## src/rtl/wb_arbiter_pkg.sv

```systemverilog
// wb_arbiter_pkg: constants and types shared by the register-file write-port
// arbiter and its scoreboard.
//   - Register file geometry (address width, word width, register count).
//   - Write-enable and zero-word constants.
//   - Arbiter FSM state encoding (wb_arb_state_t).
//   - sat_inc: saturating increment for the starvation counter.
package wb_arbiter_pkg;

    localparam int REG_ADDR_W = 5;
    localparam int REG_W      = 32;
    localparam int REG_NUM    = 32;
    localparam int CNT_W      = 4;

    localparam logic             WRITE_ENABLE = 1'b1;
    localparam logic [REG_W-1:0] ZERO_WORD    = '0;

    typedef enum logic [1:0] {
        ST_IDLE  = 2'd0,
        ST_WAIT  = 2'd1,
        ST_FORCE = 2'd2
    } wb_arb_state_t;

    // Counter holds at all-ones instead of wrapping back to zero.
    function automatic logic [CNT_W-1:0] sat_inc(input logic [CNT_W-1:0] v);
        return (v == '1) ? v : v + 1'b1;
    endfunction

endpackage

```

## src/rtl/wb_arbiter_scoreboard.sv

```systemverilog
// wb_scoreboard: pending-write tracker for port-B destinations.
//   One pending bit per register (bit 0 is never set). b_issue marks
//   b_issue_addr pending; a completed port-B transfer (b_xfer) clears b_waddr.
//   A set and a clear of the same register in one cycle leaves it pending.
// Ports:
//   clk, rst            clock, asynchronous active-high reset
//   b_issue, b_issue_addr  port-B operation issued, its destination
//   b_xfer, b_waddr     port-B transfer completing this cycle, its destination
//   re1/raddr1, re2/raddr2  decode read ports
//   hazard1, hazard2    read port targets a register still waiting on port B
module wb_scoreboard
    import wb_arbiter_pkg::*;
(
    input  logic                  clk,
    input  logic                  rst,
    input  logic                  b_issue,
    input  logic [REG_ADDR_W-1:0] b_issue_addr,
    input  logic                  b_xfer,
    input  logic [REG_ADDR_W-1:0] b_waddr,
    input  logic                  re1,
    input  logic [REG_ADDR_W-1:0] raddr1,
    input  logic                  re2,
    input  logic [REG_ADDR_W-1:0] raddr2,
    output logic                  hazard1,
    output logic                  hazard2
);

    localparam logic [REG_NUM-1:0] REG0_MASK = REG_NUM'(1);

    logic [REG_NUM-1:0] pending;
    logic [REG_NUM-1:0] set_vec;
    logic [REG_NUM-1:0] clr_vec;

    always_comb begin
        set_vec = '0;
        clr_vec = '0;
        if (b_issue) set_vec[b_issue_addr] = 1'b1;
        if (b_xfer)  clr_vec[b_waddr]      = 1'b1;
    end

    // Clear first, then set, so a same-cycle set wins. Register 0 is masked.
    always_ff @(posedge clk or posedge rst) begin
        if (rst) begin
            pending <= '0;
        end else begin
            pending <= ((pending & ~clr_vec) | set_vec) & ~REG0_MASK;
        end
    end

    // The register file forwards wdata to same-cycle reads, so a read of the
    // register being written by port B right now is not a hazard.
    assign hazard1 = re1 & pending[raddr1] & ~(b_xfer & (b_waddr == raddr1));
    assign hazard2 = re2 & pending[raddr2] & ~(b_xfer & (b_waddr == raddr2));

endmodule

```

## src/rtl/wb_arbiter.sv

```systemverilog
// wb_arbiter: shares the register file's single write port between the
// pipeline writeback (port A, never stalls) and a long-latency unit (port B,
// valid/ready). A starvation counter forces one pipeline bubble so port B
// always completes.
//
// Port B handshake: b_valid/b_waddr/b_wdata are held stable from the cycle
// b_valid rises until b_ready=1; b_ready is high for exactly the one cycle in
// which the write happens, and the transfer completes on that clock edge.
//
// Optional feature: define WB_ARB_SCOREBOARD_EN to compile in the pending
// scoreboard (wb_scoreboard) that drives hazard1/hazard2. Without it the
// hazards are tied to 0 and b_issue*, re*/raddr* are ignored.
//
// Ports:
//   clk, rst                 clock, asynchronous active-high reset
//   a_we/a_waddr/a_wdata     pipeline writeback (highest priority)
//   b_valid/b_waddr/b_wdata  port-B result, b_ready accepts it
//   stall_req                registered bubble request to the pipeline
//   b_issue/b_issue_addr     port-B op issued (scoreboard)
//   re1/raddr1, re2/raddr2   decode read ports checked for hazards
//   hazard1, hazard2         decode must stall on that source
//   we/waddr/wdata           register file write port
//   proto_err                sticky: a_we seen while stall_req=1
//   state                    FSM state, for debug/observation
module wb_arbiter
    import wb_arbiter_pkg::*;
#(
    parameter int STARVE_LIMIT = 4
) (
    input  logic                  clk,
    input  logic                  rst,
    input  logic                  a_we,
    input  logic [REG_ADDR_W-1:0] a_waddr,
    input  logic [REG_W-1:0]      a_wdata,
    input  logic                  b_valid,
    input  logic [REG_ADDR_W-1:0] b_waddr,
    input  logic [REG_W-1:0]      b_wdata,
    output logic                  b_ready,
    output logic                  stall_req,
    input  logic                  b_issue,
    input  logic [REG_ADDR_W-1:0] b_issue_addr,
    input  logic                  re1,
    input  logic [REG_ADDR_W-1:0] raddr1,
    input  logic                  re2,
    input  logic [REG_ADDR_W-1:0] raddr2,
    output logic                  hazard1,
    output logic                  hazard2,
    output logic                  we,
    output logic [REG_ADDR_W-1:0] waddr,
    output logic [REG_W-1:0]      wdata,
    output logic                  proto_err,
    output wb_arb_state_t         state
);

    localparam logic [CNT_W-1:0] LIMIT   = CNT_W'(STARVE_LIMIT);
    localparam logic [CNT_W-1:0] CNT_ONE = CNT_W'(1);

    logic [CNT_W-1:0] cnt;
    logic [CNT_W-1:0] cnt_inc;

    assign cnt_inc = sat_inc(cnt);

    // Write mux: A always wins, B fills otherwise-idle cycles.
    always_comb begin
        we      = 1'b0;
        waddr   = '0;
        wdata   = ZERO_WORD;
        b_ready = 1'b0;
        if (!rst) begin
            if (a_we) begin
                we    = WRITE_ENABLE;
                waddr = a_waddr;
                wdata = a_wdata;
            end else if (b_valid) begin
                we      = WRITE_ENABLE;
                waddr   = b_waddr;
                wdata   = b_wdata;
                b_ready = 1'b1;
            end
        end
    end

    // cnt counts cycles B has been blocked, including the cycle b_valid rose.
    // The bubble is requested on the edge where that count reaches the limit,
    // so stall_req is seen STARVE_LIMIT cycles after b_valid rose.
    always_ff @(posedge clk or posedge rst) begin
        if (rst) begin
            state     <= ST_IDLE;
            cnt       <= '0;
            stall_req <= 1'b0;
            proto_err <= 1'b0;
        end else begin
            if (a_we && stall_req) proto_err <= 1'b1;
            case (state)
                ST_IDLE: begin
                    if (b_valid && a_we) begin
                        cnt <= CNT_ONE;
                        if (CNT_ONE >= LIMIT) begin
                            state     <= ST_FORCE;
                            stall_req <= 1'b1;
                        end else begin
                            state <= ST_WAIT;
                        end
                    end
                end
                ST_WAIT: begin
                    if (!a_we) begin
                        state <= ST_IDLE;
                        cnt   <= '0;
                    end else begin
                        cnt <= cnt_inc;
                        if (cnt_inc >= LIMIT) begin
                            state     <= ST_FORCE;
                            stall_req <= 1'b1;
                        end
                    end
                end
                ST_FORCE: begin
                    // A pipeline that ignores the stall still wins the port;
                    // keep requesting the bubble until B actually gets it.
                    if (!a_we) begin
                        state     <= ST_IDLE;
                        cnt       <= '0;
                        stall_req <= 1'b0;
                    end
                end
                default: begin
                    state     <= ST_IDLE;
                    cnt       <= '0;
                    stall_req <= 1'b0;
                end
            endcase
        end
    end

`ifdef WB_ARB_SCOREBOARD_EN
    logic b_xfer;
    logic hz1;
    logic hz2;

    assign b_xfer = b_valid & b_ready;

    wb_scoreboard u_scoreboard (
        .clk          (clk),
        .rst          (rst),
        .b_issue      (b_issue),
        .b_issue_addr (b_issue_addr),
        .b_xfer       (b_xfer),
        .b_waddr      (b_waddr),
        .re1          (re1),
        .raddr1       (raddr1),
        .re2          (re2),
        .raddr2       (raddr2),
        .hazard1      (hz1),
        .hazard2      (hz2)
    );

    assign hazard1 = hz1 & ~rst;
    assign hazard2 = hz2 & ~rst;
`else
    logic unused_sb;

    assign unused_sb = ^{b_issue, b_issue_addr, re1, raddr1, re2, raddr2};
    assign hazard1   = 1'b0;
    assign hazard2   = 1'b0;
`endif

endmodule
```

## config.mk

```make
export PLATFORM = sky130hd
export DESIGN_NAME = wb_arbiter
export DESIGN_NICKNAME = d
export VERILOG_FILES = /design/src/rtl/wb_arbiter_pkg.sv /design/src/rtl/wb_arbiter_scoreboard.sv /design/src/rtl/wb_arbiter.sv
export SDC_FILE = /design/constraint.sdc
export NUM_CORES = 1
export LEC_CHECK = 0
export ABC_AREA = 1
export BUFFER_PORTS_ARGS = -buffer_cell sky130_fd_sc_hd__buf_2
export CORE_UTILIZATION = 30
export CTS_CLUSTER_DIAMETER = 100
export CTS_CLUSTER_SIZE = 24
export DETAILED_ROUTE_END_ITERATION = 10
export GPL_TIMING_DRIVEN = 1
export MAX_ROUTING_LAYER = met4
export PLACE_DENSITY = 0.85
export REMOVE_ABC_BUFFERS = 1
export SLEW_MARGIN = 20
export SYNTH_ARGS = -nofsm -noshare
export SYNTH_HDL_FRONTEND = slang
export SYNTH_HIERARCHICAL = 1
export SYNTH_SLANG_ARGS = --single-unit
export TNS_END_PERCENT = 10
```

## constraint.sdc

```tcl
create_clock -name clk -period 1.4 [get_ports clk]
set_input_delay 0.14 -clock clk [delete_from_list [all_inputs] [get_ports clk]]
set_output_delay 0.14 -clock clk [all_outputs]
set_load 0.01 [all_outputs]
```

==> impl_metrics.yaml <==
outcome:
  status: "finished clean"
clock_tree:
  clk_path_buf_depth: 2
  cts_setup_buffers: 0
  cts-root-buf: "clkbuf_4"
  clk_latency_ns: 0.26
  numCtsBuffers: 3
  cts_hold_buf: 2
  cts.sinks: 8
  clkTransAtPathRegs_ns: 0.05
  cts_tree: "built"
  h-tree-depth: 1
  cts_resized: 0
power:
  powerDensity_nw_per_um2: 735
  vdd_ir_drop_max_v: 0.000665
  p_leak_nw: 0.913
routing:
  wl_met1_mm: 1.40
  vias: 1443
  wl_per_cell_um: 13.1
  routed_wl_mm: 3.62
  route.met2.wl_mm: 1.89
  dr.max_layer_used: "met4"
  routed-wl-met3_um: 296
  firstDrtPassIters: 4
  ant_nets: 0
  drt_iter0_drc: 136
  via_per_inst: 5.21
  drc: 0
layout:
  final_nets: 332
  diodes: 0
  instances_no_fill: 277
  n_fill_cell: 307
  register_area_um2: 200
  syn_to_final_growth_pct: 69.2
  multi_input_area_um2: 594
  drive_above_1_share_pct: 56.2
timing:
  period_share_pct: 91.4
  rsz0062_at_grt: "false"
  setup_viol: 0
  finalHoldViolations: 0
  slew_violations: 0
  fin_tns_setup_ns: 0
  fin_crit_ns: 1.28
  fmax_mhz: 781
  skew_ns: 0.00474
critical_path:
  worst_ep_required_time_ns: 1.54
  startpoint: "cnt[1]"
  cp_slowest_cell: "dfrtp_1"
  worstPathArrival_ns: 1.42
  cpLargestDelayFamily: "simple AND/OR/NAND/NOR gates"
  path_max_fanout: 4
  worstSetupPathType: "reg2reg"
  critPathBufInv: 0
  cp-start-kind: "register"
  cp_common_cell: "nand2_1"
  cp_cell_sequence: "ha_1 > nand2_1 > nand2_1 > nand2_1 > nand4_1 > nand3_1 > nand2_1"
  critPathCaptureType: "register"
  slowest_delay_ns: 0.40
  worstReg2RegStart: "cnt[1]"
floorplan:
  die-area_um2: 3410
  core_um2: 3030
  row_count: 20
  dieWidth_um: 58.4
  pin_count: 141
  die_h_um: 58.4
  start_util_pct: 31.5
global_route:
  grt_pass1_vias: 1207
  grt-ovfl-total: 0
  grt_max_degree: 39
  grt_pass1_wl_mm: 5.26
  grt_usage_pct: 20.2
  grt_antenna_before_repair: 0
yosys:
  avgSynthCellArea_um2: 8.23
  synth-seq-cells: 8
  synth_cells: 116
  synth_area_um2: 955
  synthDistinctLibCells: 21
  yosysWarnings: 6
  synth_seq_area_share_pct: 21.0
  synth_top_area_share_pct: 38.8
  ys_async_sr_fraction_pct: 100
  synth_flop_cell: "dfrtp_1"
  netlist_top_cells_area: "a32o_1 (39%), dfrtp_1 (21%), buf_6 (7.1%)"
  synth_top_area_cell: "a32o_1"
  synth_edf_count: 0
flow_run:
  cap_viol_max_count: 0
placement:
  place_hpwl_mm: 2.86
  gp_congestion: 0.818
  io_buffer_count: 120
  dp_cells: 272
worst_hold_path:
  min_from: "b_valid"
  holdCritPathClass: "in2reg"
## tightest hold or removal path, delay by kind of cell
kind | cells | cell delay [ns]
buf+inv | 1 | 0.09
simple gates | 2 | 0.17
## metrics by stage
stage	utilization, %	setup WS, ns	hold slack [ns]	area [um2]	power [W]
6_report	53.3	0.120	0.187	1620	0.00119
5_1_grt	53.3	0.00569	0.232	1620	0.00129
4_1_cts	53.3	0.122	0.189	1620	0.00119
3_5_place_dp	51.9	0.153	0.205	1570	0.00101
3_3_place_gp	51.9	0.171	0.192	1570	0.000986
2_1_floorplan	-	0.0240	0.0778	847	0.000678
## kinds of logic (layout without fill, tap and decap cells)
family / after synthesis / in the layout / synth area share (%)
compound gates: 47 / 47 / 45.2
flops: 8 / 8 / 21.0
other cells: 1 / 2 / 0.393
simple gates: 29 / 29 / 14.0
fa+ha+maj: 1 / 1 / 1.31
xor+xnor: 1 / 1 / 0.918
buf+inv: 29 / 145 / 17.2
## registers in the layout, indices dropped and copies added, names as in the netlist
| signal | flops |
|---|---|
| cnt | 4 |
| state | 2 |
| proto_err | 1 |
| stall_req | 1 |
## per-layer routing
metal,vias to the layer above,GRT usage [%]
met1,678,22.7
met5,-,-
li1,692,-
met3,4,3.08
met4,0,5.10
met2,69,37.1
## cells in the final DEF (no fill, tap or decap), drive strengths merged
master and n:
buf 126, a21o 2, nand2 17, ha 1, nand3 6, nor3 1, dlygate4sd3 2, o21ai 4
dfrtp 8, inv 14, o211ai 1, clkbuf 3, nand4 2, nor2 3, xnor2 1, a32o 37
o2111ai 1, a21oi 2, conb 2
## synthesized netlist by cell type (2+ instances only)
cell type,number
nand4_1,2
dfrtp_1,8
o21ai_0,4
nand3_1,6
buf_6,6
a21o_1,2
buf_2,2
clkbuf_1,5
a21oi_1,2
nand2_1,17
buf_4,2
inv_1,13
a32o_1,37
nor2_1,3
## where the power goes
group	switching, W	leakage [nW]	internal, W	total (W)
clock network	0.0000790	0.0138	0.0000981	0.000177
logic	0.000358	0.797	0.000318	0.000676
registers	0.0000446	0.102	0.000289	0.000334
## path summary, 6_finish.rpt
path,to,depth (start not counted),slack [ns]
max in group asynchronous,state[0],4,0.63
worst min-delay path,state[0],3,0.19
worst max register to register,stall_req,7,0.12
min in group asynchronous,cnt[0],4,0.55
worst min register to register,proto_err,1,0.45
worst max-delay path,stall_req,7,0.12
## final cells by class
cell class / count / area share (%)
well taps: 44 / 3.41
multi-input cells: 80 / 36.8
inverters: 14 / 3.25
clock buffers: 3 / 1.39
repair buffers: 128 / 42.8
flip-flops and latches: 8 / 12.4
(Power assumes the default switching activity.)
